## src/rtl/rgb_pwm_fader.sv

```systemverilog
// RGB LED driver: captures a 3-bit on/off colour code and drives three PWM pins,
// ramping each channel's duty level linearly toward its new target on every colour change.
module rgb_pwm_fader #(
    parameter int DUTY_W   = 8,
    parameter int STEP_DIV = 4
) (
    input  logic       clk,
    input  logic       reset,
    input  logic       en,
    input  logic [2:0] rgb_in,
    output logic       led_r,
    output logic       led_g,
    output logic       led_b,
    output logic       busy
);

    localparam logic [DUTY_W-1:0] MAX_LVL   = {DUTY_W{1'b1}};
    localparam logic [DUTY_W-1:0] PWM_LAST  = MAX_LVL - DUTY_W'(1);
    localparam int                SC_W      = (STEP_DIV > 1) ? $clog2(STEP_DIV) : 1;
    localparam logic [SC_W-1:0]   STEP_LAST = SC_W'(STEP_DIV - 1);

    typedef enum logic {
        IDLE = 1'b0,
        FADE = 1'b1
    } state_t;

    state_t                       state_q, state_d;
    logic [SC_W-1:0]              step_q, step_d;
    logic [2:0][DUTY_W-1:0]       lvl_q, lvl_d;
    logic [2:0][DUTY_W-1:0]       tgt;
    logic [DUTY_W-1:0]            pwm_cnt;
    logic [2:0]                   rgb_q;
    logic                         at_tgt;

    // Index 2/1/0 = red/green/blue, matching the bit order of rgb_in.
    always_comb begin
        for (int i = 0; i < 3; i++) begin
            tgt[i] = rgb_q[i] ? MAX_LVL : '0;
        end
    end

    assign at_tgt = (lvl_q == tgt);
    assign busy   = (state_q == FADE);

    // NOTE: every next-state variable gets its hold value first, so no path leaves it unassigned (no latch).
    always_comb begin
        state_d = state_q;
        step_d  = step_q;
        lvl_d   = lvl_q;
        if (en) begin
            case (state_q)
                IDLE: begin
                    if (!at_tgt) begin
                        state_d = FADE;
                        step_d  = '0;
                    end
                end
                FADE: begin
                    if (at_tgt) begin
                        state_d = IDLE;
                    end else if (step_q == STEP_LAST) begin
                        step_d = '0;
                        // Targets are only 0 or MAX_LVL, so a +/-1 move toward them can never wrap.
                        for (int i = 0; i < 3; i++) begin
                            if (lvl_q[i] < tgt[i]) begin
                                lvl_d[i] = lvl_q[i] + DUTY_W'(1);
                            end else if (lvl_q[i] > tgt[i]) begin
                                lvl_d[i] = lvl_q[i] - DUTY_W'(1);
                            end
                        end
                    end else begin
                        step_d = step_q + SC_W'(1);
                    end
                end
                default: state_d = IDLE;
            endcase
        end
    end

    // NOTE: sequential state uses non-blocking assignments so every register samples pre-edge values.
    always_ff @(posedge clk or posedge reset) begin
        if (reset) begin
            state_q <= IDLE;
            step_q  <= '0;
            lvl_q   <= '0;
            rgb_q   <= '0;
            pwm_cnt <= '0;
            led_r   <= 1'b0;
            led_g   <= 1'b0;
            led_b   <= 1'b0;
        end else begin
            state_q <= state_d;
            step_q  <= step_d;
            lvl_q   <= lvl_d;
            rgb_q   <= rgb_in;
            pwm_cnt <= (pwm_cnt == PWM_LAST) ? '0 : pwm_cnt + DUTY_W'(1);
            // Period is MAX_LVL cycles, so lvl = MAX_LVL is always high and lvl = 0 always low.
            led_r   <= en & (pwm_cnt < lvl_q[2]);
            led_g   <= en & (pwm_cnt < lvl_q[1]);
            led_b   <= en & (pwm_cnt < lvl_q[0]);
        end
    end

endmodule

```

## config.mk

```make
export PLATFORM = sky130hd
export DESIGN_NAME = rgb_pwm_fader
export DESIGN_NICKNAME = d
export VERILOG_FILES = /design/src/rtl/rgb_pwm_fader.sv
export SDC_FILE = /design/constraint.sdc
export NUM_CORES = 1
export LEC_CHECK = 0
export CAP_MARGIN = 20
export CORE_ASPECT_RATIO = 1.4
export CORE_MARGIN = 2
export CORE_UTILIZATION = 55
export DETAILED_ROUTE_END_ITERATION = 16
export MAX_ROUTING_LAYER = met4
export PLACE_DENSITY = 0.69
export SLEW_MARGIN = 20
export SYNTH_ARGS = -nofsm -noshare
export SYNTH_HDL_FRONTEND = slang
export SYNTH_SLANG_ARGS = --single-unit
```

## constraint.sdc

```tcl
create_clock -name clk -period 4 [get_ports clk]
set_input_delay 0.8 -clock clk [delete_from_list [all_inputs] [get_ports clk]]
set_output_delay 0.8 -clock clk [all_outputs]
set_load 0.01 [all_outputs]
```

; Word-level counts from Yosys, hierarchy flattened
; Index checks and enable logic that the tools add are counted.
[op_classes]
n_mux = 15
bitwise = 5
magnitude_cmp = 9
n_reduce_logical = 7
n_eq_ne = 5
n_addsub = 8
[ops]
columns = operator, count
row1 = two-way mux 8 bit, 10
row2 = < comparator 8 bit, 6
row3 = adder 8 x 1 -> 8 bit (second input constant), 4
row4 = == test 24 bit, 1
row5 = greater-than comparator 8 bit, 3
row6 = subtractor 8 x 1 -> 8 bit (second input constant), 3
row7 = AND reduction 5 bit, 3
row8 = == test 8 bit (second input constant), 1
row9 = two-way mux 2 bit, 3
row10 = nonzero test 2 bit, 3
row11 = != test 2 bit (second input constant), 2
row12 = one-hot mux 2 bit (2 select lines), 1
row13 = AND 1 bit, 3
row14 = AND reduction 3 bit, 1
row15 = adder 2 x 1 -> 2 bit (second input constant), 1
row16 = == test 2 bit (second input constant), 1
row17 = NOT 1 bit, 2
row18 = two-way mux 1 bit, 1
[totals]
register_bits = 41
out_inout_bits = 4
input_bits = 6

; Depth between registers and ports, before layout
[logic_depth]
word_depth = 4
depth_mapped = 15
mapped_depth_nobuf = 15

; Worst setup path after synthesis
; OpenSTA, ideal clock, no wires.
[synth_path]
path_kind = register -> register
start = register rgb_q[2]
end = register lvl_q[23] (netlist bit)
setup_slack_ns = 0.969
t_required_ns = 3.920
stages_incl_launch_ff = 16
path_buffers = 0
synth_period_minus_slack_ns = 3.031
arrival_time_ns = 2.951
path_cell_list = dfrtp_1 > inv_1 > ha_1 > nor2b_4 > o211ai_2 > a21oi_2 > a211oi_4 > inv_1 > ha_1 > a21oi_1 > o22ai_1 > nor3_1 > o21bai_1 > or3_1 > a21oi_1 > xnor2_1
[synth_via]
elab_chain_cells = 4
word_cells_on_any_way = 8
classes_between = 2 x order compare / 1 x eq/ne / 2 x mux / 1 x bitwise / 2 x reduce/logical
[synth_lines]
columns = item, line
row1 = from (decl), 32  ; logic [2:0] rgb_q;
row2 = from (signal assigned), 95  ; rgb_q <= rgb_in;
row3 = two-way mux 8 bit *, 38  ; tgt[i] = rgb_q[i] ? MAX_LVL : '0;
row4 = "< comparator 8 bit, or another cell as far along", 65  ; if (lvl_q[i] < tgt[i]) begin
row5 = nonzero test 2 bit (no source line) / NOT 1 bit (equally long branches), --
row6 = AND reduction 5 bit (no source line), --
row7 = to (signal assigned), 94  ; lvl_q <= lvl_d;
row8 = to (decl), 29  ; logic [2:0][DUTY_W-1:0] lvl_q, lvl_d;
; Every way passes the cells marked *; elsewhere a longest branch is shown, timed or not.
; A chain may end at the register's enable or synchronous reset.

; Worst setup path in the final report
; Same ends and word-level chain as after synthesis.

==> metrics <==
status finished clean; Syn Area/Cell 9.98 µm²; first-pass GRT wire length 11.5 mm; met3 Usage GRT 0.0311; slew margin rel. 0.638; worst slew pin tran 543 ps; Final Hold Fails 0; htree depth 2; DRT Wirelength 6.39 mm; Worst Setup Path Type reg2reg; largest vdd supply drop 0.431 mV; CTS Buf Count 5; crit path DAT 3600 ps; Mapped Cells 336; Pleak 1.85 nW; Die H 96.4 µm; fmax 296 MHz; Hold WC Path Type reg2reg; Core Region 0.00586 mm²; crit share post-route 0.844; hold_buf cts 0; Pre-Repair DR Iteration Count 4; RSZ-0062 raised after global routing false; initial antenna violation count 0; GR Util met1 0.254; grt total ovfl 0; Final Skew 8.45 ps; worst path required time 4230 ps; pre-CTS WS 645 ps; Placer Congestion 0.814; RR Startpoint rgb_q[2]$_DFF_PP0_; # IOs 10; Clock Tree Buf Depth 2; synthesis-to-layout area growth 8.51%; max-cap violations 0; ANT nets after route 0; Initial Util 0.572; vias in the first global route 2527; Worst setup EP type flop; Synth Flop Type dfrtp_1; Mapped Area 0.00335 mm²; number of I/O port buffers 9; Area contributors post-synth dfrtp_1, ha_1, mux2i_1; row count 33; TritonCTS clock tree done; setup TNS 0 ps; clock transition at the registers of the reported paths 80 ps; gr usage total 0.223; DP HPWL 4.95 mm; met2 usage 0.394; Synth async-reset ratio 1.00; Die X 70.0 µm; DR vias 2440; ANT cells 0; Cell variety after synth 41; CP startpoint rgb_q[2]$_DFF_PP0_; DRC errors left 0; initial DRC count 89; nets@finish 426; max-slew violations 0; clk_lat worst skew 300 ps; Most Crowded Layer GR met2; Hold Crit Start pwm_cnt[0]$_DFF_PP0_; PwrDens 772 mW/mm²; synth warn 0; CTS resizes 0; critical path startpoint category flop; Vias/cell 5.78; die area 0.00674 mm²; top cell type's share of synthesized area 0.306; cell taking the most area after synthesis dfrtp_1; top cells by count, synth ha_1, dfrtp_1, inv_1; layout cells sized above 1 0.0568; Wirelength per Cell 15.1 µm; most common cell in the netlist ha_1; post-synthesis sequential area ratio 0.306; fin crit period 3380 ps; largest net degree at the start of global routing 42; endpoints failing setup 0; Seq cells post-synth 41; post-synth net total 411; Crit Path Max Fanout 7; postcts setup bufs 0; number of flops mapped to enable cells by yosys 0; Root Driver clkbuf_8; Final WS setup 623 ps; TritonCTS Sinks 41
## routing by layer
| layer | share of wire | routed length (µm) |
|---|---|---|
| met4 | 0.022 | 142 |
| met2 | 0.51 | 3250 |
| met3 | 0.016 | 102 |
| met1 | 0.45 | 2890 |
| met5 | 0 | 0 |
## flip-flops by register name (all words and copies together), names as in the netlist
name and cells:
busy 1, rgb_q 3, step_q 2, led_g 1
pwm_cnt 8, led_r 1, lvl_q 24, led_b 1
## per-stage QoR
step                 util  instance area, µm²  power, mW  cells  hold WS [ps]
floorplan               -                3350       2.11    336           454
global placement    0.601                3520       2.40    414           475
detailed placement  0.601                3520       2.46    414           476
CTS                 0.620                3640       2.83    422           489
global route        0.620                3640       3.12    422           520
finish              0.620                3640       2.81    422           486
## power by group
part	total, mW	internal [mW]	switching, mW
registers	0.695	0.542	0.153
clock network	0.351	0.204	0.148
logic	1.76	0.821	0.941
## cell usage in the layout (no fill, tap or decap), types with 2 or more instances in the layout
cell	Yosys	layout
ha_1	66	66
dfrtp_1	41	41
inv_1	37	36
a21oi_1	25	25
nor2_1	17	17
xnor2_1	15	15
mux2i_1	15	15
o21ai_0	13	13
nand3_1	12	12
nand2_1	12	12
xor2_1	11	11
clkdlybuf4s50_1	0	9
nand4_1	8	8
a21o_1	6	6
clkbuf_8	0	6
o211ai_1	5	5
o21bai_1	5	5
nor3_1	4	4
a21oi_2	3	3
a21boi_0	3	3
o21a_1	3	3
and4b_1	3	3
fa_1	3	3
nor2b_1	2	2
a211o_1	2	2
and3_1	2	2
o21ai_4	2	2
mux2_1	2	2
or3_1	2	2
nand2b_1	2	2
o41ai_1	2	2
a41oi_1	2	2
## area by class of cell
class	count	area [µm²]
clock buffer	7	86.3
clock inverter	1	30.0
fill	546	2230
inverter	37	139
multi-input combinational	256	2170
sequential	41	1030
tap	70	87.6
timing repair buffer	10	97.6
## critical path, stage by stage, from the launching register on
cell      delay, ps
dfrtp_1         380
inv_1           180
ha_1            280
nor2b_4         130
o211ai_2        150
a21oi_2          90
a211oi_4        290
inv_1           210
ha_1            370
a21oi_1         170
o22ai_1         110
nor3_1          180
o21bai_1        100
or3_1           350
a21oi_1         180
xnor2_1         130
## path summary, 6_finish.rpt
check / slack [ps] / end / cells after the start
worst max register to register: 620 / lvl_q[23]$_DFFE_PP0P_ / 15
worst max-delay path: 620 / lvl_q[23]$_DFFE_PP0P_ / 15
worst min-delay path: 490 / pwm_cnt[0]$_DFF_PP0_ / 1
min in group asynchronous: 940 / step_q[0]$_DFFE_PP0P_ / 3
worst min register to register: 490 / pwm_cnt[0]$_DFF_PP0_ / 1
max in group asynchronous: 2690 / pwm_cnt[7]$_DFF_PP0_ / 3
## logic make-up after synthesis
group / Yosys count / share of synthesized area
muxes: 19 / 0.0593
DFF: 41 / 0.306
xor gates and xnor gates: 26 / 0.0679
AOI/OAI and AO/OA: 76 / 0.155
buffers and inverters: 39 / 0.0463
adders and majority gates: 69 / 0.264
and+or+nand+nor: 66 / 0.101
(Power assumes the default switching activity.)
==> edit, RTL diff (same settings) <==
Reset style: synchronous (`reset`), changed in one clocked block.
--- a/src/rtl/rgb_pwm_fader.sv
+++ b/src/rtl/rgb_pwm_fader.sv
@@ -78,7 +78,7 @@
     end
 
     // NOTE: sequential state uses non-blocking assignments so every register samples pre-edge values.
-    always_ff @(posedge clk or posedge reset) begin
+    always_ff @(posedge clk) begin
         if (reset) begin
             state_q <= IDLE;
             step_q  <= '0;
Function: differs if reset is asserted again (counterexample within 4 cycles, from zero or initial values and one cycle with reset high); with reset held inactive, the same outputs for 10 cycles.
==> edit against the unedited design <==
- clock skew rose by 0.0045 ns
- wire length rose by 15%
- setup slack improved by 0.0010 ns
- largest cell class unchanged
- area after synthesis rose by 4.0%
- sequential cell count did not move
- highest routed layer unchanged
- cell area rose by 2.4%
- first-iteration DRC count rose by 96%
Power is left out: it rests on default switching activity, and per cell area and clock period it moved more than threefold.
==> edit: results (changes against the unedited design) <==
- Top routing layer in use: met4
- Max stage delay on crit path: 0.39 ns
- Ys async rst share: 0 (-1.00)
- Seq/Total Area, Yosys: 0.236 (-0.0705)
- Status: completed
- Initial antenna violation count: 0 (unchanged)
- Met3 Track Usage GR: 0.0330 (+0.00190)
- Routed len/inst: 14.9 um (-1.3%)
- Setup Buffers After CTS: 0 (unchanged)
- RePlAce Congestion: 0.889 (+9.3%)
- Wire length on met1: 3170 um (+9.6%)
- YS warnings: 0 (unchanged)
- Root Driver: clkbuf_8
- Cts repair resizes: 0 (unchanged)
- Top post-synthesis cells by area: ha_1, dfxtp_1, a21oi_1
- Post-Place Cells: 484 (+17%)
- Vias/cell: 5.96 (+3.0%)
- Arrival time at the worst endpoint: 3.56 ns (-0.04 ns)
- Clock transition at path regs: 0.08 ns (about the same)
- Met3 WL: 233 um (+130%)
- Gr usage total: 0.233 (+0.00980)
- Distinct cells, synth: 47 (+15%)
- Met1 usage: 0.259 (+0.00482)
- Synth Flop Type: dfxtp_1
- Layout cells sized above 1: 0.0714 (+0.0146)
- Area post-placement: 0.00364 mm2 (+3.3%)
- Top flop regs: lvl_q: 24 flops, pwm_cnt: 8 flops, rgb_q: 3 flops
- Layout net count: 494 (+16%)
- Most frequent cells after synthesis: ha_1, dfxtp_1, inv_1
- Largest net degree at the start of global routing: 17 (-60%)
- Clock Path Buffers: 2 (unchanged)
- 1st-pass router iterations: 4 (unchanged)
- Final HPWL DP: 5730 um (+16%)
- Worst skew pair latency: 0.30 ns (about the same)
- Crit path max fanout: 7 (unchanged)
- Number of synthesized flops with an enable pin: 0 (unchanged)
- Grt met2 use: 0.422 (+0.0272)
- H-tree lvl count: 2 (unchanged)
- WL met2: 3850 um (+19%)
- Largest register by flop count: lvl_q
- Routed WL: 7350 um (+15%)
- Iter 0 DRT Violations: 174 (+96%)
- Top delay family on crit path: compound AO/OA/AOI/OAI gates
- Port Buffer Count: 9 (unchanged)
- Critical path's slowest cell: ha_1
- Number of global-route vias before repair: 2868 (+13%)
- Antenna diodes: 0 (unchanged)
- Pre-CTS setup slack: 0.624 ns (-0.0210 ns)
- Layout Skew: 0.0129 ns (+0.00445 ns)
- First-pass GRT wire length: 12900 um (+12%)
- Least-Margin Pin Slew: 0.683 ns (+0.140 ns)
- Total CTS buffers: 5 (unchanged)
- Min-Delay Path Class: flop to flop
- Avg Cell Area, Syn: 8.56 um2 (-14%)
-- edit: cell types whose count changed after synthesis, moves of 10 or more --
cell | unedited run | this run
a21oi_1 | 25 | 35
nor2_1 | 17 | 30
dfxtp_1 | 0 | 41
nand3_1 | 12 | 27
o21ai_1 | 1 | 11
dfrtp_1 | 41 | 0
mux2i_1 | 15 | 4
-- edit: final timing paths --
| path | start | end | slack (ns) | depth (start not counted) |
|---|---|---|---|---|
| hold / removal | step_q[1]$_SDFFE_PP0P_ | step_q[1]$_SDFFE_PP0P_ | 0.46 | 2 |
| setup reg to reg | rgb_q[1]$_SDFF_PP0_ | lvl_q[15]$_SDFFE_PP0P_ | 0.62 | 13 |
| hold reg to reg | step_q[1]$_SDFFE_PP0P_ | step_q[1]$_SDFFE_PP0P_ | 0.46 | 2 |
| setup / recovery | rgb_q[1]$_SDFF_PP0_ | lvl_q[15]$_SDFFE_PP0P_ | 0.62 | 13 |
-- edit: layout make-up --
| cell class | count | area (um2) |
|---|---|---|
| Inverter | 39 | 146 |
| Tap cell | 72 | 90.1 |
| Multi-Input combinational cell | 320 | 2470 |
| Sequential cell | 41 | 821 |
| Timing Repair Buffer | 12 | 113 |
| Clock buffer | 5 | 68.8 |
| Clock inverter | 3 | 17.5 |
| Fill cell | 553 | 2440 |
-- edit: tightest hold or removal path, stage by stage (launching register included) --
cell and delay [ns]:
dfxtp_1 0.32, nand2_1 0.05, a21oi_1 0.05
-- edit: kinds of logic (layout without fill, tap and decap cells) --
group | after synthesis | in the layout | synth area share
simple gates | 114 | 114 | 0.171
compound gates | 112 | 112 | 0.218
fa+ha+maj | 69 | 69 | 0.254
buf+inv | 46 | 59 | 0.0560
flops | 41 | 41 | 0.236
xor+xnor | 19 | 19 | 0.0478
mux | 6 | 6 | 0.0180
